==> src/rtl/fifo_wr_arbiter_pkg.sv <==
`default_nettype none
// ============================================================================
// fifo_wr_arbiter_pkg : shared state encoding and space helper for the arbiter
// Rev 1.0
// ============================================================================
package fifo_wr_arbiter_pkg;

  localparam int unsigned ARB_DEPTH = 8;

  typedef enum logic [1:0] {
    ST_IDLE  = 2'b00,
    ST_WR0   = 2'b01,
    ST_WR1   = 2'b10,
    ST_STALL = 2'b11
  } arb_state_e;

  // The in-flight write has not yet been counted by the FIFO, so it consumes space here.
  function automatic logic fifo_has_space(input int unsigned count,
                                          input logic        in_flight,
                                          input int unsigned depth);
    int unsigned occ;
    occ = count + (in_flight ? 32'd1 : 32'd0);
    return occ < depth;
  endfunction

endpackage
`default_nettype wire

==> src/rtl/fifo_wr_arbiter_arb_rr2.sv <==
`default_nettype none
// ============================================================================
// arb_rr2 : combinational two-way round-robin picker (sel=1 picks requester 1)
// Rev 1.0
// ============================================================================
module arb_rr2
  import fifo_wr_arbiter_pkg::*;
(
  input  logic e0,
  input  logic e1,
  input  logic last,
  output logic sel_valid,
  output logic sel
);

  always_comb begin
    sel_valid = e0 | e1;
    // On a tie the requester that did not win most recently goes next.
    sel       = (e0 & e1) ? ~last : e1;
  end

endmodule
`default_nettype wire

==> src/rtl/fifo_wr_arbiter.sv <==
`default_nettype none
// ============================================================================
// fifo_wr_arbiter : two-requester round-robin write-port arbiter for the FIFO
// Rev 1.0
// ============================================================================
module fifo_wr_arbiter
  import fifo_wr_arbiter_pkg::*;
#(
  parameter int unsigned DATA_WIDTH = 32,
  parameter int unsigned DEPTH      = ARB_DEPTH
) (
  input  logic                  clk,
  input  logic                  reset_n,
  input  logic                  req0,
  input  logic                  req1,
  input  logic [DATA_WIDTH-1:0] din0,
  input  logic [DATA_WIDTH-1:0] din1,
  input  logic [$clog2(DEPTH):0] data_count,
  output logic                  gnt0,
  output logic                  gnt1,
  output logic                  wr_en,
  output logic [DATA_WIDTH-1:0] wr_data,
  output logic                  stall,
  output logic [15:0]           wcnt0,
  output logic [15:0]           wcnt1
);

  arb_state_e            state_q, state_d;
  logic                  last_q, last_d;
  logic [DATA_WIDTH-1:0] wr_data_q, wr_data_d;
  logic [15:0]           wcnt0_q, wcnt0_d;
  logic [15:0]           wcnt1_q, wcnt1_d;
  logic                  gnt0_q, gnt1_q, wr_en_q, stall_q;

  logic e0, e1, space, sel_valid, sel;

  // A requester's req is still high in the cycle it is granted; mask it then.
  assign e0    = req0 & (state_q != ST_WR0);
  assign e1    = req1 & (state_q != ST_WR1);
  assign space = fifo_has_space(32'(data_count), wr_en_q, DEPTH);

  arb_rr2 u_rr (
    .e0        (e0),
    .e1        (e1),
    .last      (last_q),
    .sel_valid (sel_valid),
    .sel       (sel)
  );

  always_comb begin
    state_d   = ST_IDLE;
    last_d    = last_q;
    wr_data_d = wr_data_q;
    wcnt0_d   = wcnt0_q;
    wcnt1_d   = wcnt1_q;

    if (!sel_valid) begin
      state_d = ST_IDLE;
    end else if (!space) begin
      state_d = ST_STALL;
    end else if (sel) begin
      state_d = ST_WR1;
    end else begin
      state_d = ST_WR0;
    end

    unique case (state_d)
      ST_WR0: begin
        last_d    = 1'b0;
        wr_data_d = din0;
        wcnt0_d   = wcnt0_q + 16'd1;
      end
      ST_WR1: begin
        last_d    = 1'b1;
        wr_data_d = din1;
        wcnt1_d   = wcnt1_q + 16'd1;
      end
      default: begin
        last_d = last_q;
      end
    endcase
  end

  always_ff @(posedge clk or negedge reset_n) begin
    if (!reset_n) begin
      state_q   <= ST_IDLE;
      last_q    <= 1'b1;
      wr_data_q <= '0;
      wcnt0_q   <= '0;
      wcnt1_q   <= '0;
      gnt0_q    <= 1'b0;
      gnt1_q    <= 1'b0;
      wr_en_q   <= 1'b0;
      stall_q   <= 1'b0;
    end else begin
      state_q   <= state_d;
      last_q    <= last_d;
      wr_data_q <= wr_data_d;
      wcnt0_q   <= wcnt0_d;
      wcnt1_q   <= wcnt1_d;
      gnt0_q    <= (state_d == ST_WR0);
      gnt1_q    <= (state_d == ST_WR1);
      wr_en_q   <= (state_d == ST_WR0) || (state_d == ST_WR1);
      stall_q   <= (state_d == ST_STALL);
    end
  end

  assign gnt0    = gnt0_q;
  assign gnt1    = gnt1_q;
  assign wr_en   = wr_en_q;
  assign stall   = stall_q;
  assign wr_data = wr_data_q;
  assign wcnt0   = wcnt0_q;
  assign wcnt1   = wcnt1_q;

endmodule
`default_nettype wire

==> config.mk <==
export PLATFORM = sky130hd
export DESIGN_NAME = fifo_wr_arbiter
export DESIGN_NICKNAME = d
export VERILOG_FILES = /design/src/rtl/fifo_wr_arbiter_pkg.sv /design/src/rtl/fifo_wr_arbiter_arb_rr2.sv /design/src/rtl/fifo_wr_arbiter.sv
export SDC_FILE = /design/constraint.sdc
export NUM_CORES = 1
export LEC_CHECK = 0
export CORE_ASPECT_RATIO = 0.6
export CORE_MARGIN = 5
export CORE_UTILIZATION = 40
export CTS_BUF_LIST = sky130_fd_sc_hd__clkbuf_2
export DETAILED_ROUTE_END_ITERATION = 10
export GPL_ROUTABILITY_DRIVEN = 0
export PLACE_DENSITY = 0.77
export RECOVER_POWER = 100
export SYNTH_ARGS = -nofsm -noshare
export SYNTH_HDL_FRONTEND = slang
export SYNTH_SLANG_ARGS = --single-unit
==> constraint.sdc <==
create_clock -name clk -period 2.6 [get_ports clk]
set_input_delay 0.39 -clock clk [delete_from_list [all_inputs] [get_ports clk]]
set_output_delay 0.39 -clock clk [all_outputs]
set_load 0.03 [all_outputs]
==> run_summary.xml <==
<?xml version="1.0" encoding="UTF-8"?>
<metrics>
  <group name="yosys">
    <metric name="synth_cells" unit="">283</metric>
    <metric name="synth-seq-area-share" unit="%">55.8</metric>
    <metric name="number_of_flops_mapped_to_enable_cells_by_yosys" unit="">0</metric>
    <metric name="synth-main-ff-cell" unit="">dfrtp_1</metric>
    <metric name="synth.distinct_cells" unit="">31</metric>
    <metric name="synthDominantAreaCellType" unit="">dfrtp_1</metric>
    <metric name="synth_seq_cells" unit="">71</metric>
    <metric name="async_reset_ff_share" unit="%">100</metric>
    <metric name="synth-warning-count" unit="">0</metric>
    <metric name="synth_most_common_cell" unit="">dfrtp_1</metric>
    <metric name="synth.top_cells.by_count" unit="">dfrtp_1 (70), nand2_1 (44), o21ai_0 (35)</metric>
    <metric name="yosys.area.top_type_share" unit="%">55.0</metric>
    <metric name="syn_area_per_cell" unit="µm²">11.3</metric>
    <metric name="post_synth_main_area_contributors" unit="">dfrtp_1 (55%), mux2i_1 (10%), o21ai_0 (5.5%)</metric>
    <metric name="synth_fp_nets" unit="">362</metric>
    <metric name="post_synth_instance_area" unit="µm²">3190</metric>
  </group>
  <group name="pwr">
    <metric name="power.ir.vdd_worst" unit="mV">0.434</metric>
    <metric name="p_total" unit="W">0.00454</metric>
    <metric name="power.density_cell_area" unit="nW/µm²">946</metric>
    <metric name="leak" unit="nW">2.18</metric>
  </group>
  <group name="layout">
    <metric name="finish.instance_area" unit="µm²">4800</metric>
    <metric name="finish.net_count" unit="">510</metric>
    <metric name="n_antenna_cell" unit="">0</metric>
    <metric name="area_growth" unit="%">50.7</metric>
    <metric name="final_layout_size_suffix_gt1_share" unit="%">6.68</metric>
    <metric name="fin_cells" unit="">542</metric>
  </group>
  <group name="timing">
    <metric name="layout_worst_path_cycle_share" unit="%">86.0</metric>
    <metric name="finalCriticalPeriod" unit="ps">2240</metric>
    <metric name="finalHoldViolCount" unit="">0</metric>
    <metric name="setup_repair_after_global_routing_missed_its_margin" unit="">false</metric>
    <metric name="clock-skew-final" unit="ps">10.5</metric>
    <metric name="maxClockFrequency" unit="MHz">447</metric>
    <metric name="setup-violations-final" unit="">0</metric>
    <metric name="slew_viols_final" unit="">0</metric>
    <metric name="timing.max_slew.rel_slack" unit="%">20.7</metric>
    <metric name="worst_pin_slew" unit="ps">1190</metric>
  </group>
  <group name="drt">
    <metric name="detail_route.iter0.violations" unit="">128</metric>
    <metric name="drc_errors" unit="">0</metric>
    <metric name="route.detailed.vias_per_inst" unit="">4.75</metric>
    <metric name="detailedRoute.firstPassIterationCount" unit="">4</metric>
    <metric name="route.vias.total" unit="">2577</metric>
    <metric name="routed_wire_length_per_instance" unit="µm">14.7</metric>
    <metric name="routed_wirelength" unit="µm">7990</metric>
    <metric name="count_of_antenna_violating_nets_left_after_detailed_routing" unit="">0</metric>
  </group>
  <group name="worst_setup_path">
    <metric name="setup.worst_path.class" unit="">flip-flop to flip-flop</metric>
    <metric name="critical_path.max_fanout" unit="">4</metric>
    <metric name="worst_setup_path_start_kind" unit="">flip-flop</metric>
    <metric name="regToRegSetupSlack" unit="ps">360</metric>
    <metric name="wp_data_arrival" unit="ps">2640</metric>
    <metric name="endpoint_kind" unit="">flip-flop</metric>
    <metric name="worst_ep_required_time" unit="ps">3010</metric>
  </group>
  <group name="floorplanning">
    <metric name="die_area" unit="µm²">9910</metric>
    <metric name="initial_util" unit="%">40.7</metric>
    <metric name="num_rows" unit="">25</metric>
    <metric name="die_y" unit="µm">79.1</metric>
    <metric name="die_w" unit="µm">125</metric>
    <metric name="core_area" unit="µm²">7820</metric>
    <metric name="boundaryPins" unit="">140</metric>
  </group>
  <group name="worst_hold_path">
    <metric name="min-delay-path-class" unit="">flip-flop to flip-flop</metric>
  </group>
  <group name="flow_run">
    <metric name="drv_cap" unit="">0</metric>
  </group>
  <group name="global_routing">
    <metric name="number_of_global_route_vias_before_repair" unit="">2697</metric>
    <metric name="number_of_antenna_violations_at_the_first_check_in_global_routing" unit="">0</metric>
    <metric name="grt_start_max_net_pins" unit="">42</metric>
    <metric name="grt_first_pass_wirelength" unit="µm">13500</metric>
    <metric name="gr-usage-all-layers" unit="%">17.2</metric>
    <metric name="total_grt_overflow" unit="">0</metric>
  </group>
  <group name="status">
    <metric name="status" unit="">finished clean</metric>
  </group>
  <group name="placed_design">
    <metric name="dp_cells" unit="">527</metric>
    <metric name="detailedPlacementHpwl" unit="µm">6300</metric>
    <metric name="placed_cell_area" unit="µm²">4770</metric>
    <metric name="port_buffer_count" unit="">139</metric>
  </group>
  <group name="cts">
    <metric name="cts_setup_buffers" unit="">0</metric>
    <metric name="clk_lat_worst_skew" unit="ps">510</metric>
    <metric name="clock_pin_transition_on_the_worst_setup_and_hold_timing_paths" unit="ps">170</metric>
    <metric name="clock_tree.root_cell" unit="">clkbuf_2</metric>
    <metric name="tritoncts" unit="">yes</metric>
    <metric name="clock_tree.htree_level_count" unit="">3</metric>
    <metric name="cts_made_buffers" unit="">9</metric>
    <metric name="cts_max_path_buffers" unit="">2</metric>
    <metric name="clock_tree_sinks" unit="">71</metric>
  </group>
</metrics>
-- path summary, 6_finish.rpt --
path | from | to | cells past startpoint
setup / recovery | state_q[0]$_DFF_PN0_ | wcnt0[11]$_DFFE_PN0N_ | 8
min in group asynchronous | reset_n | wcnt0[13]$_DFFE_PN0N_ | 2
hold reg to reg | wcnt1[15]$_DFFE_PN0N_ | wcnt1[15]$_DFFE_PN0N_ | 1
hold / removal | wcnt1[15]$_DFFE_PN0N_ | wcnt1[15]$_DFFE_PN0N_ | 1
setup reg to reg | state_q[0]$_DFF_PN0_ | wcnt0[11]$_DFFE_PN0N_ | 8
max in group asynchronous | reset_n | wr_data[12]$_DFFE_PN0P_ | 3
-- layer usage --
| metal | routed length (µm) | vias to the layer above | GRT usage, % | part of all wire (%) |
|---|---|---|---|---|
| li1 | - | 1267 | - | - |
| met1 | 3570 | 1216 | 21.5 | 45 |
| met2 | 3580 | 87 | 26.3 | 45 |
| met3 | 753 | 7 | 9.01 | 9.4 |
| met4 | 83 | 0 | 4.55 | 1.0 |
| met5 | 0 | - | 0 | 0 |
-- cells in the final DEF, fill, tap and decap left out, types with 3 or more instances in the layout --
cell             synthesis  layout
xor2_1                  11      11
nand3_1                  7       7
o21ai_0                 35      35
nand4_1                  8       8
mux2i_1                 32      32
ha_1                     7       6
mux2_2                   3       3
and3_1                   3       3
dlygate4sd3_1            0      69
dfrtp_1                 70      70
xnor2_1                 19      19
and4_1                   3       3
nand2_1                 44      44
clkdlybuf4s50_1          0      70
clkbuf_1                 7       6
clkbuf_2                 0      14
nor2_1                   6       6
nor3_1                   2       3
inv_1                    6       6
-- final cells by class --
type,count,area [µm²]
Clock buffer,12,60.1
Sequential cell,71,1780
Timing Repair Buffer,150,1470
Fill cell,677,3020
Clock inverter,2,10.0
Inverter,6,22.5
Tap cell,108,135
Multi-Input combinational cell,193,1330
-- timing repair --
item,in CTS,in global routing
hold buffers,1,0
hold endpoints to repair,21,0
setup endpoints to repair,0,2
resized for setup,0,1
-- flip-flops by register name, indices dropped and copies added, names as in the netlist --
name / flops
last_q: 1
state_q: 2
stall: 1
wcnt1: 16
gnt1: 1
wcnt0: 16
wr_en: 1
wr_data: 32
gnt0: 1
-- kinds of logic after synthesis --
| logic type | Yosys count | synth area share [%] |
|---|---|---|
| buffers and inverters | 19 | 2.75 |
| multiplexers | 35 | 11.1 |
| AND/OR/NAND/NOR | 80 | 12.5 |
| XOR/XNOR | 30 | 8.25 |
| flip-flops | 71 | 55.8 |
| adder cells (fa/ha/maj) | 7 | 2.75 |
| AO/OA/AOI/OAI | 41 | 6.80 |
-- stage by stage --
step                      TNS (ps)  worst slack (ps)  util [%]  hold slack [ps]
after floorplan                  0               367         -             94.4
after global placement      -0.216            -0.216      61.0              403
after detailed placement      -539              -131      61.0              404
after CTS                        0               314      62.0              334
after global routing             0              33.5      61.4              425
final                            0               365      61.4              477
-- where the power goes --
part           switching, W  internal [W]  total, W
Combinational       0.00140      0.000923   0.00232
Clock              0.000356      0.000125  0.000481
Sequential         0.000260       0.00148   0.00174
-- worst max-delay path, stage by stage, from the launching register on --
cell	delay, ps
dfrtp_1	410
a21boi_0	340
o21ai_0	200
o21ai_0	150
ha_1	220
nand4_1	150
nor3_2	360
nand3_1	150
xnor2_1	150
Power figures use the tool's default switching activity.
